**src/rtl/exec_dispatch_pkg.sv**
```systemverilog
// rtl/exec_dispatch_pkg.sv - shared uop type, unit indices and operand helper for exec_dispatch
package exec_dispatch_pkg;

  // Struct fields are sized for the widest legal configuration.
  // Narrower configurations zero-extend on the way in and slice on the way out.
  localparam int ROB_MAX_W = 16;
  localparam int PC_MAX_W  = 31;

  localparam int UNIT_ALU    = 0;
  localparam int UNIT_BRANCH = 1;
  localparam int UNIT_VALU   = 2;

  typedef struct packed {
    logic [31:0]          a;
    logic [31:0]          b;
    logic [31:0]          imm;
    logic [6:0]           opc;
    logic [ROB_MAX_W-1:0] rob;
    logic [5:0]           dest;
    logic [PC_MAX_W-1:0]  pc;
  } uop_t;

  // Operand B is either the immediate or the second register read.
  function automatic logic [31:0] sel_operand_b(input logic        use_imm,
                                                input logic [31:0] immediate,
                                                input logic [31:0] rs2);
    return use_imm ? immediate : rs2;
  endfunction

endpackage

```
**src/rtl/exec_dispatch_if.sv**
```systemverilog
// rtl/exec_dispatch_if.sv - valid/ready uop channel between dispatch stages
interface exec_dispatch_if;
  import exec_dispatch_pkg::*;

  logic valid;
  logic ready;
  uop_t uop;

  modport master (output valid, output uop, input ready);
  modport slave  (input valid, input uop, output ready);

endinterface

```
**src/rtl/exec_dispatch_slot.sv**
```systemverilog
// rtl/exec_dispatch_slot.sv - per-unit 2-entry buffer: output register plus one skid entry
module exec_dispatch_slot
  import exec_dispatch_pkg::*;
(
  input  logic            clk_i,
  input  logic            rst_i,
  input  logic            flush_i,
  exec_dispatch_if.slave  in_if,
  exec_dispatch_if.master out_if
);

  logic out_v_q;
  logic skid_v_q;
  uop_t out_q;
  uop_t skid_q;
  logic xfer;

  assign xfer         = out_v_q & out_if.ready;
  // in_if.ready reports "skid entry free"; the top only loads when every skid is free.
  assign in_if.ready  = ~skid_v_q;
  assign out_if.valid = out_v_q;
  assign out_if.uop   = out_q;

  // Occupancy: reset and flush empty both entries; otherwise FIFO fill/drain.
  always_ff @(posedge clk_i) begin
    if (rst_i || flush_i) begin
      out_v_q  <= 1'b0;
      skid_v_q <= 1'b0;
    end else if (xfer) begin
      out_v_q  <= skid_v_q | in_if.valid;
      skid_v_q <= 1'b0;
    end else if (in_if.valid) begin
      if (out_v_q) skid_v_q <= 1'b1;
      else         out_v_q  <= 1'b1;
    end
  end

  // Payload: skid drains into the output register ahead of any new uop.
  always_ff @(posedge clk_i) begin
    if (xfer && skid_v_q) begin
      out_q <= skid_q;
    end else if (in_if.valid && (!out_v_q || xfer)) begin
      out_q <= in_if.uop;
    end
    if (in_if.valid && out_v_q && !xfer) begin
      skid_q <= in_if.uop;
    end
  end

endmodule

```
**src/rtl/exec_dispatch.sv**
```systemverilog
// rtl/exec_dispatch.sv - routes register-read uops to per-unit skid slots and emits wakeups
module exec_dispatch
  import exec_dispatch_pkg::*;
#(
  parameter  int NUM_UNITS          = 3,
  parameter  int ROB_W              = 6,
  parameter  int ENABLE_C_EXTENSION = 0,
  localparam int PC_BITS            = (ENABLE_C_EXTENSION != 0) ? 31 : 30
) (
  input  logic                              cpu_clock_i,
  input  logic                              cpu_reset_i,
  input  logic                              flush_i,
  input  logic                              valid_i,
  output logic                              ready_o,
  input  logic [ROB_W-1:0]                  rob_i,
  input  logic [6:0]                        opcode_i,
  input  logic [5:0]                        dest_i,
  input  logic [PC_BITS-1:0]                pc_i,
  input  logic [31:0]                       rs1_data_i,
  input  logic [31:0]                       rs2_data_i,
  input  logic [31:0]                       immediate_i,
  input  logic                              imm_i,
  input  logic [NUM_UNITS-1:0]              unit_sel_i,
  input  logic                              wakeup_en_i,
  output logic [NUM_UNITS-1:0]              uop_valid_o,
  output logic [NUM_UNITS-1:0][31:0]        uop_a_o,
  output logic [NUM_UNITS-1:0][31:0]        uop_b_o,
  output logic [NUM_UNITS-1:0][31:0]        uop_imm_o,
  output logic [NUM_UNITS-1:0][6:0]         uop_opc_o,
  output logic [NUM_UNITS-1:0][ROB_W-1:0]   uop_rob_o,
  output logic [NUM_UNITS-1:0][5:0]         uop_dest_o,
  output logic [NUM_UNITS-1:0][PC_BITS-1:0] uop_pc_o,
  input  logic [NUM_UNITS-1:0]              uop_ready_i,
  output logic                              wakeup_valid_o,
  output logic [5:0]                        wakeup_dest_o,
  output logic [15:0]                       stall_cnt_o
);

  logic [NUM_UNITS-1:0] sel_lo;
  logic [NUM_UNITS-1:0] skid_free;
  logic [NUM_UNITS-1:0] unused_hi;
  logic                 accept;
  uop_t                 uop_in;
  logic                 wakeup_valid_q;
  logic [5:0]           wakeup_dest_q;
  logic [15:0]          stall_cnt_q;

  // Isolate the lowest set bit so a multi-hot select loads exactly one unit.
  assign sel_lo = unit_sel_i & (~unit_sel_i + NUM_UNITS'(1));

  // Only registered skid state feeds ready_o, keeping uop_ready_i off this path.
  assign ready_o = &skid_free;
  assign accept  = valid_i & ready_o & ~flush_i;

  // Pack the incoming fields into the shared uop record.
  always_comb begin
    uop_in      = '0;
    uop_in.a    = rs1_data_i;
    uop_in.b    = sel_operand_b(imm_i, immediate_i, rs2_data_i);
    uop_in.imm  = immediate_i;
    uop_in.opc  = opcode_i;
    uop_in.rob  = ROB_MAX_W'(rob_i);
    uop_in.dest = dest_i;
    uop_in.pc   = PC_MAX_W'(pc_i);
  end

  for (genvar u = 0; u < NUM_UNITS; u++) begin : g_unit
    exec_dispatch_if in_if ();
    exec_dispatch_if out_if ();

    assign in_if.valid  = accept & sel_lo[u];
    assign in_if.uop    = uop_in;
    assign skid_free[u] = in_if.ready;
    assign out_if.ready = uop_ready_i[u];

    exec_dispatch_slot u_slot (
      .clk_i   (cpu_clock_i),
      .rst_i   (cpu_reset_i),
      .flush_i (flush_i),
      .in_if   (in_if),
      .out_if  (out_if)
    );

    assign uop_valid_o[u] = out_if.valid;
    assign uop_a_o[u]     = out_if.uop.a;
    assign uop_b_o[u]     = out_if.uop.b;
    assign uop_imm_o[u]   = out_if.uop.imm;
    assign uop_opc_o[u]   = out_if.uop.opc;
    assign uop_rob_o[u]   = out_if.uop.rob[ROB_W-1:0];
    assign uop_dest_o[u]  = out_if.uop.dest;
    assign uop_pc_o[u]    = out_if.uop.pc[PC_BITS-1:0];
    // Upper padding bits of rob/pc are always zero here and never leave the block.
    assign unused_hi[u]   = ^{out_if.uop.rob, out_if.uop.pc};
  end

  // Wakeup fires the cycle after an accepted writer, regardless of unit backpressure.
  always_ff @(posedge cpu_clock_i) begin
    if (cpu_reset_i || flush_i) begin
      wakeup_valid_q <= 1'b0;
    end else begin
      wakeup_valid_q <= accept & wakeup_en_i;
    end
  end

  // Wakeup destination is only meaningful while wakeup_valid_o is high.
  always_ff @(posedge cpu_clock_i) begin
    if (accept && wakeup_en_i) begin
      wakeup_dest_q <= dest_i;
    end
  end

  // Count offered-but-refused cycles, saturating; flush cycles are not stalls.
  always_ff @(posedge cpu_clock_i) begin
    if (cpu_reset_i) begin
      stall_cnt_q <= 16'h0000;
    end else if (valid_i && !ready_o && !flush_i && (stall_cnt_q != 16'hFFFF)) begin
      stall_cnt_q <= stall_cnt_q + 16'h0001;
    end
  end

  assign wakeup_valid_o = wakeup_valid_q;
  assign wakeup_dest_o  = wakeup_dest_q;
  assign stall_cnt_o    = stall_cnt_q;

endmodule

```
**config.mk**
```make
export PLATFORM = sky130hd
export DESIGN_NAME = exec_dispatch
export DESIGN_NICKNAME = d
export VERILOG_FILES = /design/src/rtl/exec_dispatch_pkg.sv /design/src/rtl/exec_dispatch_if.sv /design/src/rtl/exec_dispatch_slot.sv /design/src/rtl/exec_dispatch.sv
export SDC_FILE = /design/constraint.sdc
export NUM_CORES = 1
export LEC_CHECK = 0
export CORE_UTILIZATION = 45
export CTS_BUF_LIST = sky130_fd_sc_hd__clkbuf_8 sky130_fd_sc_hd__clkbuf_16
export CTS_CLUSTER_DIAMETER = 50
export CTS_CLUSTER_SIZE = 40
export DETAILED_ROUTE_END_ITERATION = 12
export PLACE_DENSITY_LB_ADDON = 0.3
export SETUP_SLACK_MARGIN = 0.1
export SLEW_MARGIN = 20
export SYNTH_ARGS = -nofsm -noshare
export SYNTH_HDL_FRONTEND = slang
export SYNTH_SLANG_ARGS = --single-unit
```
**constraint.sdc**
```tcl
create_clock -name cpu_clock_i -period 22.2 [get_ports cpu_clock_i]
set_input_delay 6.66 -clock cpu_clock_i [delete_from_list [all_inputs] [get_ports cpu_clock_i]]
set_output_delay 6.66 -clock cpu_clock_i [all_outputs]
set_load 0.03 [all_outputs]
```
==> out/results.tsv, run 1 <==
metric	value	unit
status	finished clean	
CP endpoint kind	register	
Setup TNS Final	0	ns
CP delay by family, top	buffers and inverters	
first-pass GRT wire length	119000	microns
vias in the first global route	17883	
Vias/cell	5.29	
largest net degree at the start of global routing	146	
Worst EP required	22.44	ns
compound-cell area share of the yosys netlist	0.0217	
crit path max fanout	64	
CTS root buf	clkbuf_16	
critical path cell sequence	clkdlybuf4s50_1, nand2b_1, nor3_2, nand3_1, a22oi_2, buf_4, buf_4	
buffer and inverter count on the worst path	3	
Setup Viol. Count Final	0	
final hold violation count	0	
startpoint types	primary input	
final setup skew	0.0268	ns
detailed router's first-iteration violation count	1377	
crit path DAT	9.91	ns
Crit Path Class	primary input to register	
Max Clk Rate	0.103	GHz
DIE HEIGHT	272	microns
final net count	2492	
final slew viol count	0	
most frequent CP cell	buf_4	
syn avg cell area	19.6	sq um
1st-pass router iterations	6	
Max Cap Viol	0	
CTS Hold Bufs	0	
die width	272	microns
cells after synthesis	1683	
clock slew at reported path FFs	0.07	ns
final worst-path cycle share	0.436	
Mapped Nets	1841	
setup repair bufs after CTS	0	
Core Area	72000	sq um
unique cell type count in the Yosys netlist	41	
CTS sink cnt	899	
number of placement rows	98	
slowest stage cell, crit path	buf_4	
final period demand of the worst path	9.67	ns
CTS Buf Count	83	
pre-CTS setup slack	11.97	ns
Post-Synth Simple-Gate Area	0.0238	
max incr delay on CP	0.91	ns
register area share after synthesis	0.813	
total vias in the final route	17770	
pwr dens	83.0	nW/um^2
clk buf depth	3	
mapped cell area	32900	sq um
initial antenna violation count	6	
share of the synthesized area in the top cell type	0.799	
Synth area leader	edfxtp_1	
Design Area, Final	43300	sq um
top cells by area, synth	edfxtp_1 (80%), mux2_2 (12%), a21oi_1 (1.6%)	
mux contribution to synthesized area	0.127	
detailed placer's ending HPWL	50700	microns
full die area	74200	sq um
Post-DRT Antenna Nets	0	
Lkg Pwr	14.5	nW
Clock Latency Late Sink	0.63	ns
number of remaining DRC errors	0	
area added between synthesis and finish	31.5	%
I/O pins	619	
gr usage total	0.217	
Hold Path Class	register to register	
Ys Warns	0	
fraction of layout cells with a size suffix above 1	0.221	
initial core utilization	0.457	
Worst-Margin Slew	1.12	ns
Max VDD drop	0.0613	mV
xor and xnor area share after synthesis	0	
main combinational cell family by area after synthesis	multiplexers	
final worst slack	12.53	ns
Post-CTS Resized	0	
Port Buffer Count	618	
Final GP Congestion	0.824	
dpl cells	3199	
Finished Layout Cells	3360	
wirelength, routed	81900	microns
average wire per standard cell	24.4	microns
#FFs+latches synth	899	
Placed Area	40300	sq um
CTS H-tree lvls	3	
gr ovfl total	0	
Slew HR	0.251	
Adder-Cell Fraction of Synth Area	0.000380	
CTS tree	done	
RSZ-0062 raised after global routing	no	
-- registers in the layout, summed over array words and instances (netlist names) --
| register | count |
|---|---|
| stall_cnt_o | 16 |
| g_unit.u_slot.skid_q | 435 |
| wakeup_valid_o | 1 |
| g_unit.u_slot.out_if.uop | 435 |
| g_unit.u_slot.skid_v_q | 3 |
| g_unit.u_slot.out_if.valid | 3 |
| wakeup_dest_o | 6 |
-- cell usage after synthesis (all sizes together) --
library cell	count
a21oi	107
mux2	343
clkbuf	37
or4	9
nand4	4
nor3	2
nand3	12
and4	1
nor2b	3
o31ai	8
nor3b	2
a22oi	1
ha	1
nand2	9
nor4	6
a31oi	4
or2	2
a41oi	1
o21a	1
buf	34
inv	41
and3	1
mux2i	32
and3b	1
or3	3
a211oi	3
dfxtp	23
o21ai	2
edfxtp	876
o31a	1
o41ai	1
nor2	107
nand2b	3
o21ba	2
-- final timing paths --
| path | from | endpoint | slack [ns] | cells past startpoint |
|---|---|---|---|---|
| worst max-delay path | flush_i | g_unit[2].u_slot.out_if.uop[102] | 12.53 | 7 |
| worst min-delay path | g_unit[0].u_slot.skid_q[69] | g_unit[0].u_slot.out_if.uop[69] | 0.53 | 1 |
| worst max register to register | g_unit[1].u_slot.skid_v_q | g_unit[2].u_slot.out_if.uop[102] | 18.33 | 6 |
| worst min register to register | g_unit[0].u_slot.skid_q[69] | g_unit[0].u_slot.out_if.uop[69] | 0.53 | 1 |
-- power by group --
part	internal (W)	switching, W
logic	0.0000837	0.000107
registers	0.00189	0.00000785
clock network	0.000778	0.000731
total	0.00275	0.000846
-- area by class of cell --
class	count	area (sq um)
Clock buffer	84	2100
Timing Repair Buffer	637	6380
Antenna cell	5	12.5
Sequential cell	899	26800
Inverter	41	154
Multi-Input combinational cell	672	5780
Clock inverter	72	906
Tap cell	950	1190
Fill cell	5112	28700
-- metal layers --
metal  GRT usage  wire [microns]
met4      0.0665            1830
met1       0.283           32800
met3      0.0580            6680
met2       0.355           40600
met5           0              17
-- worst register-to-register path: stages (launching register included) --
cell	delay, ns
dfxtp_1	0.35
or3_1	0.55
nor3_2	0.37
nand3_1	0.21
a22oi_2	0.18
buf_4	0.68
buf_4	1.00
-- layout by cell type, fill, tap and decap left out, types with 2 or more instances in the layout --
| master | n |
|---|---|
| clkinv_2 | 6 |
| nand2b_1 | 3 |
| inv_1 | 42 |
| nand3_4 | 3 |
| inv_8 | 10 |
| buf_4 | 15 |
| nor2_1 | 105 |
| buf_12 | 3 |
| a211oi_1 | 3 |
| bufinv_16 | 2 |
| clkinv_8 | 21 |
| mux2i_1 | 32 |
| clkinv_4 | 6 |
| o31ai_1 | 8 |
| nand3_1 | 9 |
| clkdlybuf4s50_1 | 617 |
| nor2_4 | 2 |
| dfxtp_1 | 23 |
| a31oi_1 | 4 |
| nand2_1 | 7 |
| or4_1 | 9 |
| nor2b_1 | 3 |
| inv_6 | 10 |
| or3_1 | 2 |
| o21ba_2 | 2 |
| clkinvlp_4 | 3 |
| clkbuf_16 | 84 |
| a21oi_1 | 107 |
| clkinv_1 | 3 |
| inv_16 | 2 |
| nor4_1 | 5 |
| diode_2 | 5 |
| mux2_2 | 343 |
| o21ai_0 | 2 |
| inv_12 | 7 |
| nand4_1 | 3 |
| edfxtp_1 | 876 |
-- per-stage QoR --
step	hold slack (ns)	utilization	total power, W
detailed placement	0.516	0.559	0.00212
global route	0.547	0.601	0.00370
CTS	0.528	0.601	0.00363
floorplan	0.483	-	0.00202
global placement	0.508	0.559	0.00212
finish	0.534	0.601	0.00359
-- cell families (layout without fill, tap and decap cells) --
family | Yosys count | count (layout)
buf+inv | 112 | 834
mux | 375 | 375
fa+ha+maj | 1 | 1
simple gates | 165 | 165
other cells | 0 | 5
flops | 899 | 899
compound gates | 131 | 131
No activity file was read; power rests on OpenSTA's default activity.
==> run 2: changes to the inputs <==
==> constraint.sdc (replaced) <==
create_clock -name cpu_clock_i -period 8.6 [get_ports cpu_clock_i]
set_input_delay 2.58 -clock cpu_clock_i [delete_from_list [all_inputs] [get_ports cpu_clock_i]]
set_output_delay 2.58 -clock cpu_clock_i [all_outputs]
set_load 0.03 [all_outputs]
==> run 2 against run 1 <==
Net effect: combinational power increased to 2.6 times the previous value; wire length decreased by 1.6%; sequential power increased to 2.6 times the previous value; register-to-register slack got worse by 13 ns; global-route usage decreased by 0.37 points; power increased to 2.6 times the previous value; non-clock buffer count unchanged; die area unchanged.
==> out/results.tsv, run 2 (same netlist as run 1, synthesis figures left out) <==
metric	value	unit	change
Port Buffer Count	618		unchanged
die width	272	microns	unchanged
number of remaining DRC errors	0		unchanged
most common cell after layout, fill and taps aside	edfxtp_1		
Slew HR	0.225		-0.0263
1st-pass router iterations	5		-1
fraction of layout cells with a size suffix above 1	0.220		-0.000740
Post-Route Utilization	0.601		-0.000834
Lkg Pwr	14.5	nW	about the same
gr ovfl total	0		unchanged
RSZ-0062 raised after global routing	no		
Worst-Margin Slew	1.16	ns	+0.0394 ns
Core Area	72000	sq um	unchanged
CTS tree	done		
R2R cell count	6		unchanged
final net count	2493		+0.040%
Max VDD drop	0.157	mV	+160%
hold path cells	1		unchanged
initial antenna violation count	4		-2
Finished Layout Cells	3356		-0.12%
detailed placer's ending HPWL	49500	microns	-2.5%
CTS H-tree lvls	3		unchanged
final period demand of the worst path	5.05	ns	
final worst-path cycle share	0.588		
clk buf depth	3		unchanged
Clock Latency Late Sink	0.64	ns	about the same
CTS sink cnt	899		unchanged
Max Cap Viol	0		unchanged
final setup skew	0.0275	ns	+0.000754 ns
Setup TNS Final	0	ns	unchanged
largest net degree at the start of global routing	146		unchanged
vias in the first global route	17744		-0.78%
dpl cells	3199		unchanged
Overall Power	0.00927	W	+160%
first-pass GRT wire length	117000	microns	-1.3%
Worst EP required	8.85	ns	-13.59 ns
gr usage total	0.213		-0.00373
crit path max fanout	46		-28%
full die area	74200	sq um	unchanged
crit path DAT	5.31	ns	-4.60 ns
CTS root buf	clkbuf_16		
initial core utilization	0.457		unchanged
Max Clk Rate	0.198	GHz	
number of placement rows	98		unchanged
Crit Path Class	primary input to register		
setup repair bufs after CTS	0		unchanged
DIE HEIGHT	272	microns	unchanged
average wire per standard cell	24.0	microns	-1.4%
Vias/cell	5.30		+0.24%
detailed router's first-iteration violation count	1460		+6.0%
startpoint types	primary input		
Hold Path Class	register to register		
CTS Hold Bufs	0		unchanged
CTS Buf Count	84		+1.2%
final slew viol count	0		unchanged
commonest non-fill, non-tap cells in the layout	edfxtp_1 (876), clkdlybuf4s50_1 (617), mux2_2 (343)		
final hold violation count	0		unchanged
total vias in the final route	17792		+0.12%
Setup Viol. Count Final	0		unchanged
clock slew at reported path FFs	0.08	ns	about the same
wirelength, routed	80700	microns	-1.6%
I/O pins	619		unchanged
Design Area, Final	43200	sq um	-0.14%
area added between synthesis and finish	31.3	%	
Final GP Congestion	0.862		+4.6%
Post-DRT Antenna Nets	0		unchanged
status	finished clean		
Placed Area	40300	sq um	about the same
pwr dens	215	nW/um^2	+160%
Post-CTS Resized	0		unchanged
CP endpoint kind	register		
==> run 2: changes by cell type in the layout (fill, tap and decap cells not counted), moves of 3 or more <==
cell / previous run / this run
clkinv_8: 21 / 8
diode_2: 5 / 2
inv_6: 10 / 17
inv_1: 42 / 45
inv_8: 10 / 15
==> run 2: cell type report <==
cell class	instances	area [sq um]
Clock inverter	70	833
Tap cell	950	1190
Multi-Input combinational cell	672	5780
Timing Repair Buffer	637	6390
Sequential cell	899	26800
Clock buffer	85	2120
Antenna cell	2	5.00
Inverter	41	154
Fill cell	5141	28700
==> run 2: worst paths after layout <==
| path | start | to | slack (ns) |
|---|---|---|---|
| worst max register to register | g_unit[1].u_slot.skid_v_q | g_unit[2].u_slot.out_if.uop[100] | 5.26 |
| worst max-delay path | flush_i | g_unit[2].u_slot.out_if.uop[100] | 3.55 |
| worst min-delay path | g_unit[0].u_slot.skid_q[138] | g_unit[0].u_slot.out_if.uop[138] | 0.53 |
| worst min register to register | g_unit[0].u_slot.skid_q[138] | g_unit[0].u_slot.out_if.uop[138] | 0.53 |
==> run 2: metal layers <==
layer	track usage	wire length (microns)	up-vias
met5	0	25	-
met4	0.0659	2020	4
met3	0.0598	6300	118
met2	0.351	39900	689
met1	0.274	32400	9115
li1	-	-	7866
==> run 2: power by group <==
part	internal [W]	leakage (nW)	switching [W]
clock network	0.00203	1.45	0.00186
logic	0.000217	4.94	0.000274
registers	0.00487	8.11	0.0000195
total	0.00712	14.5	0.00216
==> run 2: metrics by stage <==
step	hold WS, ns	worst slack (ns)
global placement	0.490	2.96
CTS	0.516	3.61
global route	0.546	3.44
floorplan	0.483	0.887
finish	0.532	3.55
detailed placement	0.528	2.94
==> run 2: critical path, cell delays in order <==
cell             delay [ns]
clkdlybuf4s50_1        0.45
nand2b_1               0.26
nor3_2                 0.28
nand3_1                0.25
a22oi_2                0.20
buf_4                  0.59
buf_4                  0.57
==> run 3: changes to the inputs <==
==> constraint.sdc (replaced) <==
create_clock -name cpu_clock_i -period 4.85 [get_ports cpu_clock_i]
set_input_delay 1.455 -clock cpu_clock_i [delete_from_list [all_inputs] [get_ports cpu_clock_i]]
set_output_delay 1.455 -clock cpu_clock_i [all_outputs]
set_load 0.03 [all_outputs]
==> run 3 against run 2 <==
Net effect: sequential power rose by 77%; first-iteration DRC count fell by 20%; wire length grew 1.8%; final cell count rose by 0.33%; count of clock-buffer cells in the layout down 5.
==> out/results.tsv, run 3 (same netlist as run 1, synthesis figures left out) <==
metric	value	unit	change
die width	272	microns	unchanged
first-pass GRT wire length	119000	microns	+1.4%
Fill cells	5118		-0.45%
initial core utilization	0.457		unchanged
CTS H-tree lvls	3		unchanged
Lkg Pwr	14.6	nW	+0.69%
fraction of layout cells with a size suffix above 1	0.224		+0.00443
gr ovfl total	0		unchanged
critical path cell sequence	or3_1, inv_1, clkdlybuf4s50_1		
startpoint types	register		
DIE HEIGHT	272	microns	unchanged
buffer and inverter count on the worst path	2		-1
vias in the first global route	17795		+0.29%
number of placement rows	98		unchanged
CTS sink cnt	899		unchanged
Hold Path Class	register to register		
Final GP Congestion	0.863		about the same
clk buf depth	3		unchanged
average wire per standard cell	24.4	microns	+1.5%
Post-CTS Resized	0		unchanged
gr usage total	0.217		+0.00440
Levels on crit path	3		-4
final setup skew	0.0344	ns	+0.00682 ns
Slew HR	0.458		+0.234
final slew viol count	0		unchanged
pwr dens	378	nW/um^2	+76%
detailed router's first-iteration violation count	1161		-20%
R2R cell count	5		-1
most common cell after layout, fill and taps aside	edfxtp_1		
status	finished clean		
detailed placer's ending HPWL	53100	microns	+7.3%
hold path cells	1		unchanged
hold path start	g_unit[2].u_slot.skid_q[76]		
Multi-input gate area	5810	sq um	+0.63%
setup repair bufs after CTS	0		unchanged
Design Area, Final	43500	sq um	+0.67%
Post-Route Utilization	0.605		+0.00402
Overall Power	0.0164	W	+77%
crit path max fanout	5		-89%
final worst slack	1.14	ns	-2.41 ns
full die area	74200	sq um	unchanged
total vias in the final route	17802		+0.056%
Core Area	72000	sq um	unchanged
final net count	2503		+0.40%
CTS tree	done		
crit path DAT	2.26	ns	-3.05 ns
Port Buffer Count	618		unchanged
area added between synthesis and finish	32.2	%	
Max VDD drop	0.357	mV	+130%
P_int	0.0127	W	+78%
I/O pins	619		unchanged
Switching Fraction	0.230		-0.00279
Clk pwr share	0.420		about the same
Post-DRT Antenna Nets	0		unchanged
share of power burned in registers	0.527		about the same
register area	26800	sq um	unchanged
setup slack, reg-to-reg	2.17	ns	-3.09 ns
Worst EP required	3.39	ns	-5.46 ns
max incr delay on CP	0.66	ns	+0.07 ns
CP delay by family, top	buffers and inverters		
final worst-path cycle share	0.765		
Worst-Margin Slew	0.806	ns	-0.357 ns
clock slew at reported path FFs	0.08	ns	about the same
reg-to-reg startpoint	g_unit[1].u_slot.skid_v_q		
wirelength, routed	82100	microns	+1.8%
pre-CTS setup slack	0.989	ns	-1.95 ns
Vias/cell	5.29		-0.27%
number of remaining DRC errors	0		unchanged
largest net degree at the start of global routing	98		-33%
RSZ-0062 raised after global routing	no		
Max Clk Rate	0.269	GHz	
final period demand of the worst path	3.71	ns	
Worst Setup SP	g_unit[1].u_slot.skid_v_q		
commonest non-fill, non-tap cells in the layout	edfxtp_1 (876), clkdlybuf4s50_1 (617), mux2_2 (343)		
CTS Buf Count	79		-6.0%
slowest stage cell, crit path	clkdlybuf4s50_1		
CTS root buf	clkbuf_16		
Max Cap Viol	0		unchanged
Setup Viol. Count Final	0		unchanged
Crit Path Class	register to primary output		
combinational power share	0.054		about the same
Clock Latency Late Sink	0.63	ns	about the same
1st-pass router iterations	5		unchanged
initial antenna violation count	12		+8
CP endpoint kind	primary output		
CTS Hold Bufs	0		unchanged
final hold violation count	0		unchanged
Psw	0.00378	W	+75%
Placed Area	40600	sq um	+0.74%
[run 3: changes by cell type in the layout (fill, tap and decap cells not counted), sizes merged]
cell,change
inv,-13
clkinv,+5
clkbuf,-5
bufinv,+4
diode,+5
buf,+15
[run 3: layout make-up]
class	count	area share
diodes	7	0.000403
clock buffers	80	0.0460
clock inverters	66	0.0213
inverters	41	0.00354
multi-input cells	672	0.134
flip-flops and latches	899	0.615
well taps	950	0.0273
repair buffers	652	0.153
[run 3: worst paths after layout]
path / to
hold reg to reg: g_unit[2].u_slot.out_if.uop[76]
setup / recovery: ready_o
setup reg to reg: g_unit[1].u_slot.skid_q[2]
hold / removal: g_unit[2].u_slot.out_if.uop[76]
[run 3: per-layer routing]
layer / up-vias / GRT usage / share of wire
met5: - / 0 / 0.00091
met4: 10 / 0.0822 / 0.031
met3: 128 / 0.0636 / 0.077
met2: 612 / 0.355 / 0.50
met1: 9150 / 0.275 / 0.39
li1: 7902 / - / -
[run 3: stage by stage]
stage	TNS (ns)	std cells	hold WS [ns]
floorplan	-423.90	1683	0.483
global placement	0	3214	0.490
detailed placement	0	3214	0.525
CTS	0	3360	0.529
global route	0	3366	0.535
finish	0	3367	0.527
[run 3: power groups by stage]
| stage | logic, W | registers, W | clock network, W |
|---|---|---|---|
| after floorplan | 0.000234 | 0.00902 | 0 |
| after global placement | 0.000860 | 0.00884 | 0 |
| after detailed placement | 0.000882 | 0.00884 | 0 |
| after CTS | 0.000888 | 0.00866 | 0.00703 |
| after global routing | 0.000931 | 0.00867 | 0.00730 |
| final | 0.000881 | 0.00866 | 0.00691 |
[run 3: worst reg2reg max path, cell delays in order, from the launching register on]
cell	delay [ns]
dfxtp_1	0.36
or3_1	0.51
nor3_4	0.30
nand2_1	0.15
nor2_4	0.51
buf_12	0.35
==> edit, RTL diff (flow settings as in run 3) <==
Change the parameter `ENABLE_C_EXTENSION` from 0 to 1.
--- a/src/rtl/exec_dispatch.sv
+++ b/src/rtl/exec_dispatch.sv
@@ -6,3 +6,3 @@
   parameter  int ROB_W              = 6,
-  parameter  int ENABLE_C_EXTENSION = 0,
+  parameter  int ENABLE_C_EXTENSION = 1,
   localparam int PC_BITS            = (ENABLE_C_EXTENSION != 0) ? 31 : 30
Interface: changed (resized pc_i and uop_pc_o); port bits go from 619 to 623. The function was not compared with the original's and may differ.
==> edit against run 3 <==
Combinational power increased by 0.6%; via count grew 0.90%; clock skew down 0.0069 ns; total power up 1.3%; first-iteration DRC count is 10% higher; synthesized area rose by 0.69%; design area up 0.90%; utilization fell by 0.28 points; wire length fell by 0.27%; worst setup slack worse by 0.086 ns; sequential cell count rose by 6; critical path type unchanged.
==> edit: results (changes against run 3) <==
----------------------------------------------------
[Pwr]
  Internal cell power ... 12.79 mW (+0.95%)
  Share of power burned in registers ... 52.3% (-0.4 points)
  VDD IR max ... 0.3659 mV (+2.5%)

[Worst hold path]
  Min-Delay Startpoint ... g_unit[0].u_slot.skid_q[87]$_DFFE_PP_
  WHS Endpoint ... g_unit[0].u_slot.out_if.uop[87]$_DFFE_PP_

[Critical path]
  Flop2flop setup slack ... 1.96 ns (-0.21 ns)

[Yosys]
  Distinct cell type count after synthesis ... 44 (+7.3%)
  Post-synth top cells ... sky130_fd_sc_hd__edfxtp_1, sky130_fd_sc_hd__mux2_2, sky130_fd_sc_hd__a21oi_1, sky130_fd_sc_hd__nor2_1, sky130_fd_sc_hd__mux2_1
  Register area share after synthesis ... 81.30% (about the same)
  Multiplexer share of the synthesized area ... 12.63% (-0.076 points)
  Synth top area cells ... sky130_fd_sc_hd__edfxtp_1, sky130_fd_sc_hd__mux2_2, sky130_fd_sc_hd__a21oi_1, sky130_fd_sc_hd__dfxtp_1, sky130_fd_sc_hd__mux2_1
  Syn Nets ... 1849 (+0.43%)

[GRT]
  Met3 Usage GRT ... 6.570% (+0.21 points)
  Met2 capacity usage during global routing ... 36.43% (+0.93 points)
  Number of antenna violations at the first check in global routing ... 8 (-4)
  First-pass GRT wire length ... 119400 um (+0.21%)

[Route]
  Routed met3 length ... 6622 um (+4.1%)
  Metal1 wirelength ... 31510 um (-2.3%)

[Clock network]
  Clock insertion delay at the later pin of the skew report ... 0.66 ns (+0.03 ns)
  Clock buffers created by TritonCTS ... 86 (+8.9%)

[Timing]
  Setup Skew ... 0.02749 ns (-0.006863 ns)
  Worst-Margin Slew ... 1.040 ns (+0.2337 ns)
  WHS ... 0.5250 ns (-0.002369 ns)

[Status]
  Run status ... complete, no violations

[Place]
  Placed cell areas ... 0.04085 mm^2 (+0.69%)

[Cells and area]
  Filler-free cell count of the finished design ... 3406 (+1.2%)
  Signed area change from the synthesized netlist to the final layout ... 32.48%
  Share of cells above drive strength 1 ... 21.17% (-1.3 points)

----------------------------------------------------
## edit: cell type report
type                    count  area share (%)
diodes                      5         0.02849
clock inverters            73           2.035
multi-input cells         677           13.31
flip-flops and latches    905           61.37
well taps                 959           2.733
clock buffers              86           4.901
repair buffers            664           15.31
inverters                  37          0.3163
## edit: how the worst max path moves through the flow
| stage | startpoint | to | slack, ns | cells after the start |
|---|---|---|---|---|
| after CTS | g_unit[1].u_slot.skid_v_q$_SDFFE_PP0P_ | ready_o | 1.0 | 3 |
| final | g_unit[1].u_slot.skid_v_q$_SDFFE_PP0P_ | ready_o | 1.05 | 3 |
| after global routing | g_unit[1].u_slot.skid_v_q$_SDFFE_PP0P_ | ready_o | 0.96 | 3 |
| after detailed placement | valid_i | g_unit[2].u_slot.skid_q[129]$_DFFE_PP_ | 0.86 | 6 |
| after floorplan | flush_i | g_unit[2].u_slot.out_if.uop[0]$_DFFE_PP_ | -1.70 | 4 |
| after global placement | valid_i | g_unit[2].u_slot.skid_q[74]$_DFFE_PP_ | 0.90 | 6 |
